### config.mk
export PLATFORM = sky130hd
export DESIGN_NAME = cmd_link_tx
export DESIGN_NICKNAME = d
export VERILOG_FILES = /design/src/rtl/cmd_link_tx.sv
export SDC_FILE = /design/constraint.sdc
export NUM_CORES = 1
export LEC_CHECK = 0
export CAP_MARGIN = 20
export CORE_ASPECT_RATIO = 0.8
export CORE_MARGIN = 5
export CORE_UTILIZATION = 62
export DETAILED_ROUTE_END_ITERATION = 12
export PLACE_DENSITY = 0.84
export SYNTH_ARGS = -nofsm -noshare
export SYNTH_HDL_FRONTEND = slang
export SYNTH_SLANG_ARGS = --single-unit
### constraint.sdc
create_clock -name clk -period 3.25 [get_ports clk]
set_input_delay 0.65 -clock clk [delete_from_list [all_inputs] [get_ports clk]]
set_output_delay 0.65 -clock clk [all_outputs]
set_load 0.01 [all_outputs]
### src/rtl/cmd_link_tx.sv
`default_nettype none
// ============================================================================
// cmd_link_tx : sends a 3-byte motor command as UART frames, awaits ACK, retries
// Rev 1.0
// ============================================================================
module cmd_link_tx #(
  parameter int         CLKS_PER_BIT = 8,
  parameter int         ACK_TIMEOUT  = 4096,
  parameter int         MAX_RETRIES  = 3,
  parameter logic [7:0] ACK_CHAR     = 8'h41
) (
  input  logic       clk,
  input  logic       reset,
  input  logic       start,
  input  logic [7:0] lmotor,
  input  logic [7:0] rmotor,
  input  logic [7:0] dur,
  input  logic       RX,
  output logic       TX,
  output logic       busy,
  output logic       done,
  output logic       fail,
  output logic [1:0] attempt
);

  localparam int BT_W  = $clog2(CLKS_PER_BIT);
  localparam int TO_W  = $clog2(ACK_TIMEOUT);
  localparam int GAP_W = $clog2(16 * CLKS_PER_BIT);

  localparam logic [BT_W-1:0]  BIT_LAST  = BT_W'(CLKS_PER_BIT - 1);
  localparam logic [BT_W-1:0]  BIT_HALF  = BT_W'(CLKS_PER_BIT / 2 - 1);
  localparam logic [TO_W-1:0]  TO_LAST   = TO_W'(ACK_TIMEOUT - 1);
  localparam logic [GAP_W-1:0] GAP_LAST  = GAP_W'(16 * CLKS_PER_BIT - 1);
  localparam logic [1:0]       RETRY_MAX = 2'(MAX_RETRIES);

  localparam logic [2:0] S_IDLE       = 3'd0;
  localparam logic [2:0] S_SEND_START = 3'd1;
  localparam logic [2:0] S_SEND_DATA  = 3'd2;
  localparam logic [2:0] S_SEND_STOP  = 3'd3;
  localparam logic [2:0] S_WAIT_ACK   = 3'd4;
  localparam logic [2:0] S_RX_ACK     = 3'd5;
  localparam logic [2:0] S_CHECK      = 3'd6;
  localparam logic [2:0] S_RESEND_GAP = 3'd7;

  logic [2:0]       state;
  logic [BT_W-1:0]  bit_tmr;
  logic [2:0]       bit_idx;
  logic [1:0]       byte_idx;
  logic [3:0]       rx_idx;
  logic [TO_W-1:0]  tmo;
  logic [GAP_W-1:0] gap;
  logic [7:0]       shreg;
  logic [7:0]       lm_q;
  logic [7:0]       rm_q;
  logic [7:0]       dur_q;
  logic [7:0]       rx_byte;
  logic             rx_err;
  logic             rx_s1;
  logic             rx_s2;
  logic             rx_prev;
  logic             rx_fall;

  assign rx_fall = rx_prev & ~rx_s2;

  always_ff @(posedge clk) begin
    if (reset) begin
      state    <= S_IDLE;
      bit_tmr  <= '0;
      bit_idx  <= '0;
      byte_idx <= '0;
      rx_idx   <= '0;
      tmo      <= '0;
      gap      <= '0;
      shreg    <= '0;
      lm_q     <= '0;
      rm_q     <= '0;
      dur_q    <= '0;
      rx_byte  <= '0;
      rx_err   <= 1'b0;
      rx_s1    <= 1'b1;
      rx_s2    <= 1'b1;
      rx_prev  <= 1'b1;
      TX       <= 1'b1;
      busy     <= 1'b0;
      done     <= 1'b0;
      fail     <= 1'b0;
      attempt  <= '0;
    end else begin
      rx_s1   <= RX;
      rx_s2   <= rx_s1;
      rx_prev <= rx_s2;
      done    <= 1'b0;
      fail    <= 1'b0;
      case (state)
        S_IDLE: begin
          if (start) begin
            lm_q     <= lmotor;
            rm_q     <= rmotor;
            dur_q    <= dur;
            shreg    <= lmotor;
            byte_idx <= '0;
            bit_tmr  <= '0;
            attempt  <= '0;
            busy     <= 1'b1;
            TX       <= 1'b0;
            state    <= S_SEND_START;
          end
        end
        S_SEND_START: begin
          if (bit_tmr == BIT_LAST) begin
            bit_tmr <= '0;
            bit_idx <= '0;
            TX      <= shreg[7];
            shreg   <= {shreg[6:0], 1'b0};
            state   <= S_SEND_DATA;
          end else begin
            bit_tmr <= bit_tmr + 1'b1;
          end
        end
        S_SEND_DATA: begin
          if (bit_tmr == BIT_LAST) begin
            bit_tmr <= '0;
            if (bit_idx == 3'd7) begin
              TX    <= 1'b1;
              state <= S_SEND_STOP;
            end else begin
              bit_idx <= bit_idx + 1'b1;
              TX      <= shreg[7];
              shreg   <= {shreg[6:0], 1'b0};
            end
          end else begin
            bit_tmr <= bit_tmr + 1'b1;
          end
        end
        S_SEND_STOP: begin
          if (bit_tmr == BIT_LAST) begin
            bit_tmr <= '0;
            if (byte_idx == 2'd2) begin
              tmo    <= '0;
              rx_err <= 1'b0;
              state  <= S_WAIT_ACK;
            end else begin
              // Next start bit follows the stop bit with no idle gap.
              byte_idx <= byte_idx + 1'b1;
              shreg    <= (byte_idx == 2'd0) ? rm_q : dur_q;
              TX       <= 1'b0;
              state    <= S_SEND_START;
            end
          end else begin
            bit_tmr <= bit_tmr + 1'b1;
          end
        end
        S_WAIT_ACK: begin
          if (rx_fall) begin
            bit_tmr <= '0;
            rx_idx  <= '0;
            state   <= S_RX_ACK;
          end else if (tmo == TO_LAST) begin
            rx_err <= 1'b1;
            state  <= S_CHECK;
          end else begin
            tmo <= tmo + 1'b1;
          end
        end
        S_RX_ACK: begin
          // Start bit is checked at half a bit, every later bit one full bit on.
          if (bit_tmr == ((rx_idx == 4'd0) ? BIT_HALF : BIT_LAST)) begin
            bit_tmr <= '0;
            if (rx_idx == 4'd0) begin
              if (rx_s2) state  <= S_WAIT_ACK;
              else       rx_idx <= 4'd1;
            end else if (rx_idx == 4'd9) begin
              if (!rx_s2) rx_err <= 1'b1;
              state <= S_CHECK;
            end else begin
              rx_byte <= {rx_byte[6:0], rx_s2};
              rx_idx  <= rx_idx + 1'b1;
            end
          end else begin
            bit_tmr <= bit_tmr + 1'b1;
          end
        end
        S_CHECK: begin
          if (!rx_err && rx_byte == ACK_CHAR) begin
            done  <= 1'b1;
            busy  <= 1'b0;
            state <= S_IDLE;
          end else if (attempt < RETRY_MAX) begin
            attempt <= attempt + 1'b1;
            gap     <= '0;
            state   <= S_RESEND_GAP;
          end else begin
            fail  <= 1'b1;
            busy  <= 1'b0;
            state <= S_IDLE;
          end
        end
        S_RESEND_GAP: begin
          if (gap == GAP_LAST) begin
            shreg    <= lm_q;
            byte_idx <= '0;
            bit_tmr  <= '0;
            TX       <= 1'b0;
            state    <= S_SEND_START;
          end else begin
            gap <= gap + 1'b1;
          end
        end
        default: state <= S_IDLE;
      endcase
    end
  end

endmodule
`default_nettype wire

==> results of run 1 <==
-- cell families (layout without fill, tap and decap cells) --
kind of cell	count (synthesis)	after routing	synth area share, %
AOI/OAI and AO/OA	135	135	20.0
and+or+nand+nor	206	206	25.4
DFF	84	84	40.3
buffers and inverters	41	73	3.90
adders and majority gates	12	12	3.60
xor gates and xnor gates	7	7	1.47
muxes	22	22	5.37
-- registers in the layout, indices dropped and copies added (netlist names), 2 cells and up --
| signal | count |
|---|---|
| attempt | 2 |
| bit_idx | 3 |
| bit_tmr | 3 |
| byte_idx | 2 |
| dur_q | 8 |
| gap | 7 |
| lm_q | 8 |
| rm_q | 8 |
| rx_byte | 8 |
| rx_idx | 4 |
| shreg | 8 |
| state | 3 |
| tmo | 12 |
-- cells in the mapped netlist (4+ instances only) --
master	n	area (um^2)
or2_2	4	25.0
a21oi_1	61	305
xor2_1	4	35.0
mux2i_1	19	190
inv_1	12	45.0
o41ai_1	7	61.3
nor3_1	9	45.0
o221ai_1	4	35.0
o21ai_0	25	125
clkbuf_1	26	97.6
nand3b_1	9	67.6
nand2b_1	4	25.0
nor3b_1	5	37.5
nand2_1	75	282
o22ai_1	6	37.5
nor2_1	37	139
a22oi_1	4	30.0
ha_1	12	150
or3_1	6	37.5
dfxtp_1	84	1680
nand4_1	12	75.1
nand3_1	11	55.1
and3_1	5	31.3
or4_1	4	30.0
-- worst paths after layout --
kind	startpoint	end	slack, ns	cells after the start
max	rx_idx[0]$_SDFFE_PP0P_	state[2]$_SDFFE_PP0P_	0.72	7
min	rx_s1$_SDFF_PP1_	rx_s2$_SDFF_PP1_	0.43	1
max reg2reg	rx_idx[0]$_SDFFE_PP0P_	state[2]$_SDFFE_PP0P_	0.72	7
min reg2reg	rx_s1$_SDFF_PP1_	rx_s2$_SDFF_PP1_	0.43	1
-- metal layers --
metal / vias up / wire length (um) / track usage, %
li1: 1887 / - / -
met1: 1796 / 4710 / 33.9
met2: 149 / 4400 / 34.9
met3: 17 / 629 / 5.19
met4: 0 / 125 / 6.28
met5: - / 0 / 0
-- worst reg2reg max path, stage by stage (launching register included) --
cell	delay, ns
dfxtp_1	0.36
inv_1	0.09
ha_1	0.14
nor3b_2	0.41
mux2i_1	0.56
o2111ai_1	0.18
or4_1	0.50
and3_1	0.19
-- area by class of cell --
| type | instances | area share [%] |
|---|---|---|
| Clock buffer | 11 | 2.94 |
| Clock inverter | 5 | 1.74 |
| Inverter | 12 | 0.937 |
| Multi-Input combinational cell | 382 | 48.6 |
| Sequential cell | 84 | 35.0 |
| Tap cell | 84 | 2.19 |
| Timing Repair Buffer | 45 | 8.64 |
-- power by group through the flow --
stage	clock (mW)	combinational [mW]	sequential, mW
final	0.835	1.09	1.32
after global routing	0.894	1.20	1.34
after CTS	0.844	1.08	1.31
after detailed placement	0	1.07	1.34
after global placement	0	1.04	1.33
after floorplan	0	0.796	1.28
==> flow_metrics.env, run 1 <==
export IMPL_die_area_um2=8470
export IMPL_ys_seq_area_share_pct=40.3
export IMPL_num_nets_final=574
export IMPL_worst_path_buf_inv=1
export IMPL_coreArea_um2=6470
export IMPL_cts_max_path_buffers=2
export IMPL_fp_dieW_um=102
export IMPL_grt_use_total_pct=23.4
export IMPL_finalPower_mw=3.25
export IMPL_port_buffers=33
export IMPL_power_switching_share_pct=36.2
export IMPL_cts_root_buf="clkbuf_8"
export IMPL_cts_sink_count=84
export IMPL_n_antenna_cell=0
export IMPL_max_clock_freq_mhz=396
export IMPL_period_minus_slack_ns=2.53
export IMPL_fin_util_pct=74.3
export IMPL_rsz0062_at_grt="no"
export IMPL_die_y_um=83.3
export IMPL_path_max_fanout=7
export IMPL_cap_viol_max_count=0
export IMPL_cp_end_kind="flop"
export IMPL_hold_class="flop to flop"
export IMPL_post_dp_cell_area_um2=4580
export IMPL_grt_pass1_wl_um=16400
export IMPL_ios=34
export IMPL_firstDrtPassIters=5
export IMPL_start_util_pct=64.4
export IMPL_routed_wl_um=9870
export IMPL_fillers=495
export IMPL_synth_net_count=547
export IMPL_final_cell_mix="dfxtp_1, nand2_1, a21oi_1"
export IMPL_path_cells="inv_1 -> ha_1 -> nor3b_2 -> mux2i_1 -> o2111ai_1 -> or4_1 -> and3_1"
export IMPL_switchingPower_mw=1.18
export IMPL_clk_pin_slew_ns=0.08
export IMPL_area_growth_pct=15.4
export IMPL_num_rows=26
export IMPL_synth_area_per_cell_um2=8.22
export IMPL_whs_ns=0.433
export IMPL_regArea_um2=1680
export IMPL_syn_inst=507
export IMPL_async_flop_share_pct=0
export IMPL_final_common_cell="dfxtp_1"
export IMPL_finalCritPeriodShare_pct=77.8
export IMPL_cts_buffers=9
export IMPL_status="complete, no violations"
export IMPL_fin_skew_ns=0.00939
export IMPL_slew_headroom_pct=39.5
export IMPL_ctsResizeCount=0
export IMPL_synth_area_um2=4170
export IMPL_grt_pass1_vias=3517
export IMPL_postCtsHoldBufs=0
export IMPL_p_per_area_nw_per_um2=676
export IMPL_grt_max_degree=67
export IMPL_post_cts_setup_buffers=0
export IMPL_pwr_share_comb_pct=33.7
export IMPL_peakVddDrop_mv=0.374
export IMPL_setup_viol=0
export IMPL_ys_warn_count=0
export IMPL_antenna_left=0
export IMPL_h_tree_depth=3
export IMPL_fin_ws_ns=0.722
export IMPL_dominantRegCellSynth="dfxtp_1"
export IMPL_vias_per_cell=6.18
export IMPL_drc=0
export IMPL_setup_tns_ns=0
export IMPL_pwr_share_clk_pct=25.7
export IMPL_globalplace_congestion=0.864
export IMPL_crit_arrival_ns=2.78
export IMPL_multi_input_area_um2=2340
export IMPL_drt_initial_drc_count=338
export IMPL_crit_family="simple AND/OR/NAND/NOR gates"
export IMPL_p_int_mw=2.07
export IMPL_drv_slew=0
export IMPL_crit_path_top_delay_cell="mux2i_1"
export IMPL_dpl_worst_slack_ns=0.602
export IMPL_required_ns=3.50
export IMPL_final_cells=623
export IMPL_power_leakage_nw=1.77
export IMPL_cp_start_kind="flop"
export IMPL_max_stage_delay_ns=0.56
export IMPL_synth_edf_count=0
export IMPL_gr_total_overflow=0
export IMPL_timing_final_hold_violations=0
export IMPL_synth_seq_cells=84
export IMPL_synth_cell_types=60
export IMPL_antenna_found_initial=0
export IMPL_vias=3849
export IMPL_clk_latency_ns=0.35
export IMPL_dp_hpwl_um=6850
export IMPL_place_inst=607
export IMPL_post_drt_wl_per_cell_um=15.8
export IMPL_drive_gt1_share_pct=8.35
export IMPL_stdcell_area_um2=4810
export IMPL_critPathKind="flop to flop"
export IMPL_cts_tree="done"
export IMPL_pwr_share_seq_pct=40.6
export IMPL_tightestPinTransition_ns=0.901
Power figures use the tool's default switching activity.
==> run 2: changes to the inputs <==
Settings changed: CORE_UTILIZATION 62 to 52, PLACE_DENSITY 0.84 to 0.75.
Clock period 3.25 ns to 2.05 ns, I/O delays scaled along.
==> run 2 against run 1 <==
Final cell count up 8.3%. Critical endpoint is now tmo[11]$_SDFFE_PP0P_. Combinational power up 94%. Non-clock buffer count up 28.
==> flow_metrics.env, run 2 (synthesis gave the netlist of run 1 again) <==
export IMPL_status="complete, no violations"
export IMPL_grt_pass1_vias=3662
export IMPL_grt_use_total_pct=22.1
export IMPL_power_leakage_nw=1.94
export IMPL_finalCritPeriodShare_pct=98.6
export IMPL_reg2reg_to="tmo[11]$_SDFFE_PP0P_"
export IMPL_vias=3968
export IMPL_die_y_um=90.1
export IMPL_ios=34
export IMPL_pwr_share_clk_pct=22.5
export IMPL_drc=0
export IMPL_min_to="bit_tmr[2]$_SDFFE_PP0P_"
export IMPL_setup_viol=0
export IMPL_pwr_share_seq_pct=38.2
export IMPL_fp_dieW_um=110
export IMPL_coreArea_um2=7870
export IMPL_path_max_fanout=4
export IMPL_reg2reg_slack_ns=0.03
export IMPL_required_ns=2.35
export IMPL_setup_tns_ns=0
export IMPL_grt_max_degree=56
export IMPL_largest_reg_flops=12
export IMPL_gr_total_overflow=0
export IMPL_clk_pin_slew_ns=0.09
export IMPL_holdPathStages=2
export IMPL_critPathKind="flop to flop"
export IMPL_p_per_area_nw_per_um2=1040
export IMPL_area_growth_pct=23.9
export IMPL_switchingPower_mw=2.01
export IMPL_port_buffers=33
export IMPL_clk_latency_ns=0.36
export IMPL_final_common_cell="dfxtp_1"
export IMPL_num_nets_final=602
export IMPL_h_tree_depth=3
export IMPL_rsz0062_at_grt="yes"
export IMPL_hold_start="reset"
export IMPL_die_area_um2=9920
export IMPL_r2r_start="state[0]$_SDFFE_PP0P_"
export IMPL_grt_pass1_wl_um=17700
export IMPL_crit_start="state[0]$_SDFFE_PP0P_"
export IMPL_fillers=690
export IMPL_cts_max_path_buffers=2
export IMPL_cts_sink_count=84
export IMPL_max_clock_freq_mhz=495
export IMPL_cap_viol_max_count=0
export IMPL_rr_worst_depth=5
export IMPL_cts_root_buf="clkbuf_8"
export IMPL_peakVddDrop_mv=0.488
export IMPL_cp_end_kind="flop"
export IMPL_antenna_found_initial=0
export IMPL_globalplace_congestion=0.879
export IMPL_power_switching_share_pct=37.4
export IMPL_slew_headroom_pct=66.2
export IMPL_firstDrtPassIters=5
export IMPL_cp_start_kind="flop"
export IMPL_fin_skew_ns=0.00629
export IMPL_cts_buffers=9
export IMPL_post_cts_setup_buffers=0
export IMPL_place_inst=659
export IMPL_pwr_share_comb_pct=39.2
export IMPL_final_cell_mix="dfxtp_1, nand2_1, a21oi_1"
export IMPL_start_util_pct=52.9
export IMPL_routed_wl_um=10700
export IMPL_p_int_mw=3.38
export IMPL_drv_slew=0
export IMPL_post_drt_wl_per_cell_um=15.9
export IMPL_final_cells=675
export IMPL_top_register="tmo"
export IMPL_drive_gt1_share_pct=17.1
export IMPL_antenna_left=0
export IMPL_period_minus_slack_ns=2.02
export IMPL_cts_tree="done"
export IMPL_crit_arrival_ns=2.32
export IMPL_hold_class="primary input to flop"
export IMPL_postCtsHoldBufs=0
export IMPL_n_antenna_cell=0
export IMPL_num_rows=29
export IMPL_drt_initial_drc_count=432
export IMPL_tightestPinTransition_ns=0.503
export IMPL_timing_final_hold_violations=0
export IMPL_dp_hpwl_um=7560
export IMPL_vias_per_cell=5.88
==> run 2: changes by cell type in the layout (fill, tap and decap cells not counted), moves of 3 or more <==
cell     change
buf_12       +3
dfxtp_2      +6
o41ai_1      -4
o41ai_2      +4
buf_4       +25
dfxtp_1      -7
ha_1         -3
==> run 2: routing by layer <==
metal	global-route usage [%]	vias up	wire (um)
met3	4.58	23	604
met5	0	-	0
met1	32.4	1861	5240
met4	6.56	0	171
li1	-	1950	-
met2	32.3	134	4720
==> run 2: worst max-delay path by stage <==
stage,to,slack [ns],cells after the start
floorplan,tmo[11]$_SDFFE_PP0P_,0.01,6
global placement,byte_idx[0]$_SDFFE_PP0P_,-0.21,6
detailed placement,byte_idx[0]$_SDFFE_PP0P_,-0.22,6
CTS,tmo[11]$_SDFFE_PP0P_,0.004,5
global route,tmo[11]$_SDFFE_PP0P_,-0.03,7
finish,tmo[11]$_SDFFE_PP0P_,0.03,5
==> run 2: area by class of cell <==
type                    instances  area, um^2  area share [%]
multi-input cells             382        2430            47.1
clock inverters                 7        73.8            1.43
flip-flops and latches         84        1690            32.8
repair buffers                 73         663            12.8
well taps                     108         135            2.62
inverters                      12        45.0           0.872
clock buffers                   9         124            2.40
==> run 2: power by group through the flow <==
| stage | logic [mW] | registers, mW | clock network [mW] |
|---|---|---|---|
| floorplan | 1.26 | 2.03 | 0 |
| global placement | 1.94 | 2.06 | 0 |
| detailed placement | 2.00 | 2.07 | 0 |
| CTS | 2.02 | 2.04 | 1.23 |
| global route | 2.33 | 2.09 | 1.31 |
| finish | 2.11 | 2.06 | 1.21 |
==> run 2: what timing repair did <==
item	in CTS	in global routing
cloned	0	0
endpoints found under the setup margin	6	28
pin swaps	0	2
gates resized for setup	4	20
==> run 2: worst max-delay path: stages, from the launching register on <==
cell and delay, ns:
dfxtp_2 0.35, or3b_4 0.42, or4_4 0.53, o21ai_4 0.15, or3b_1 0.37, a21oi_1 0.14
==> run 2: through the flow <==
step           hold slack, ns  power, mW  cell area (um^2)  utilization, %  setup WS (ns)
2_1_floorplan           0.389       3.29              4190               -         0.0130
3_3_place_gp            0.394       4.00              4890            62.1         -0.210
3_5_place_dp            0.397       4.08              4890            62.1         -0.222
4_1_cts                 0.408       5.28              5090            64.7        0.00380
5_1_grt                 0.443       5.73              5170            65.6        -0.0257
6_report                0.431       5.39              5170            65.6         0.0289
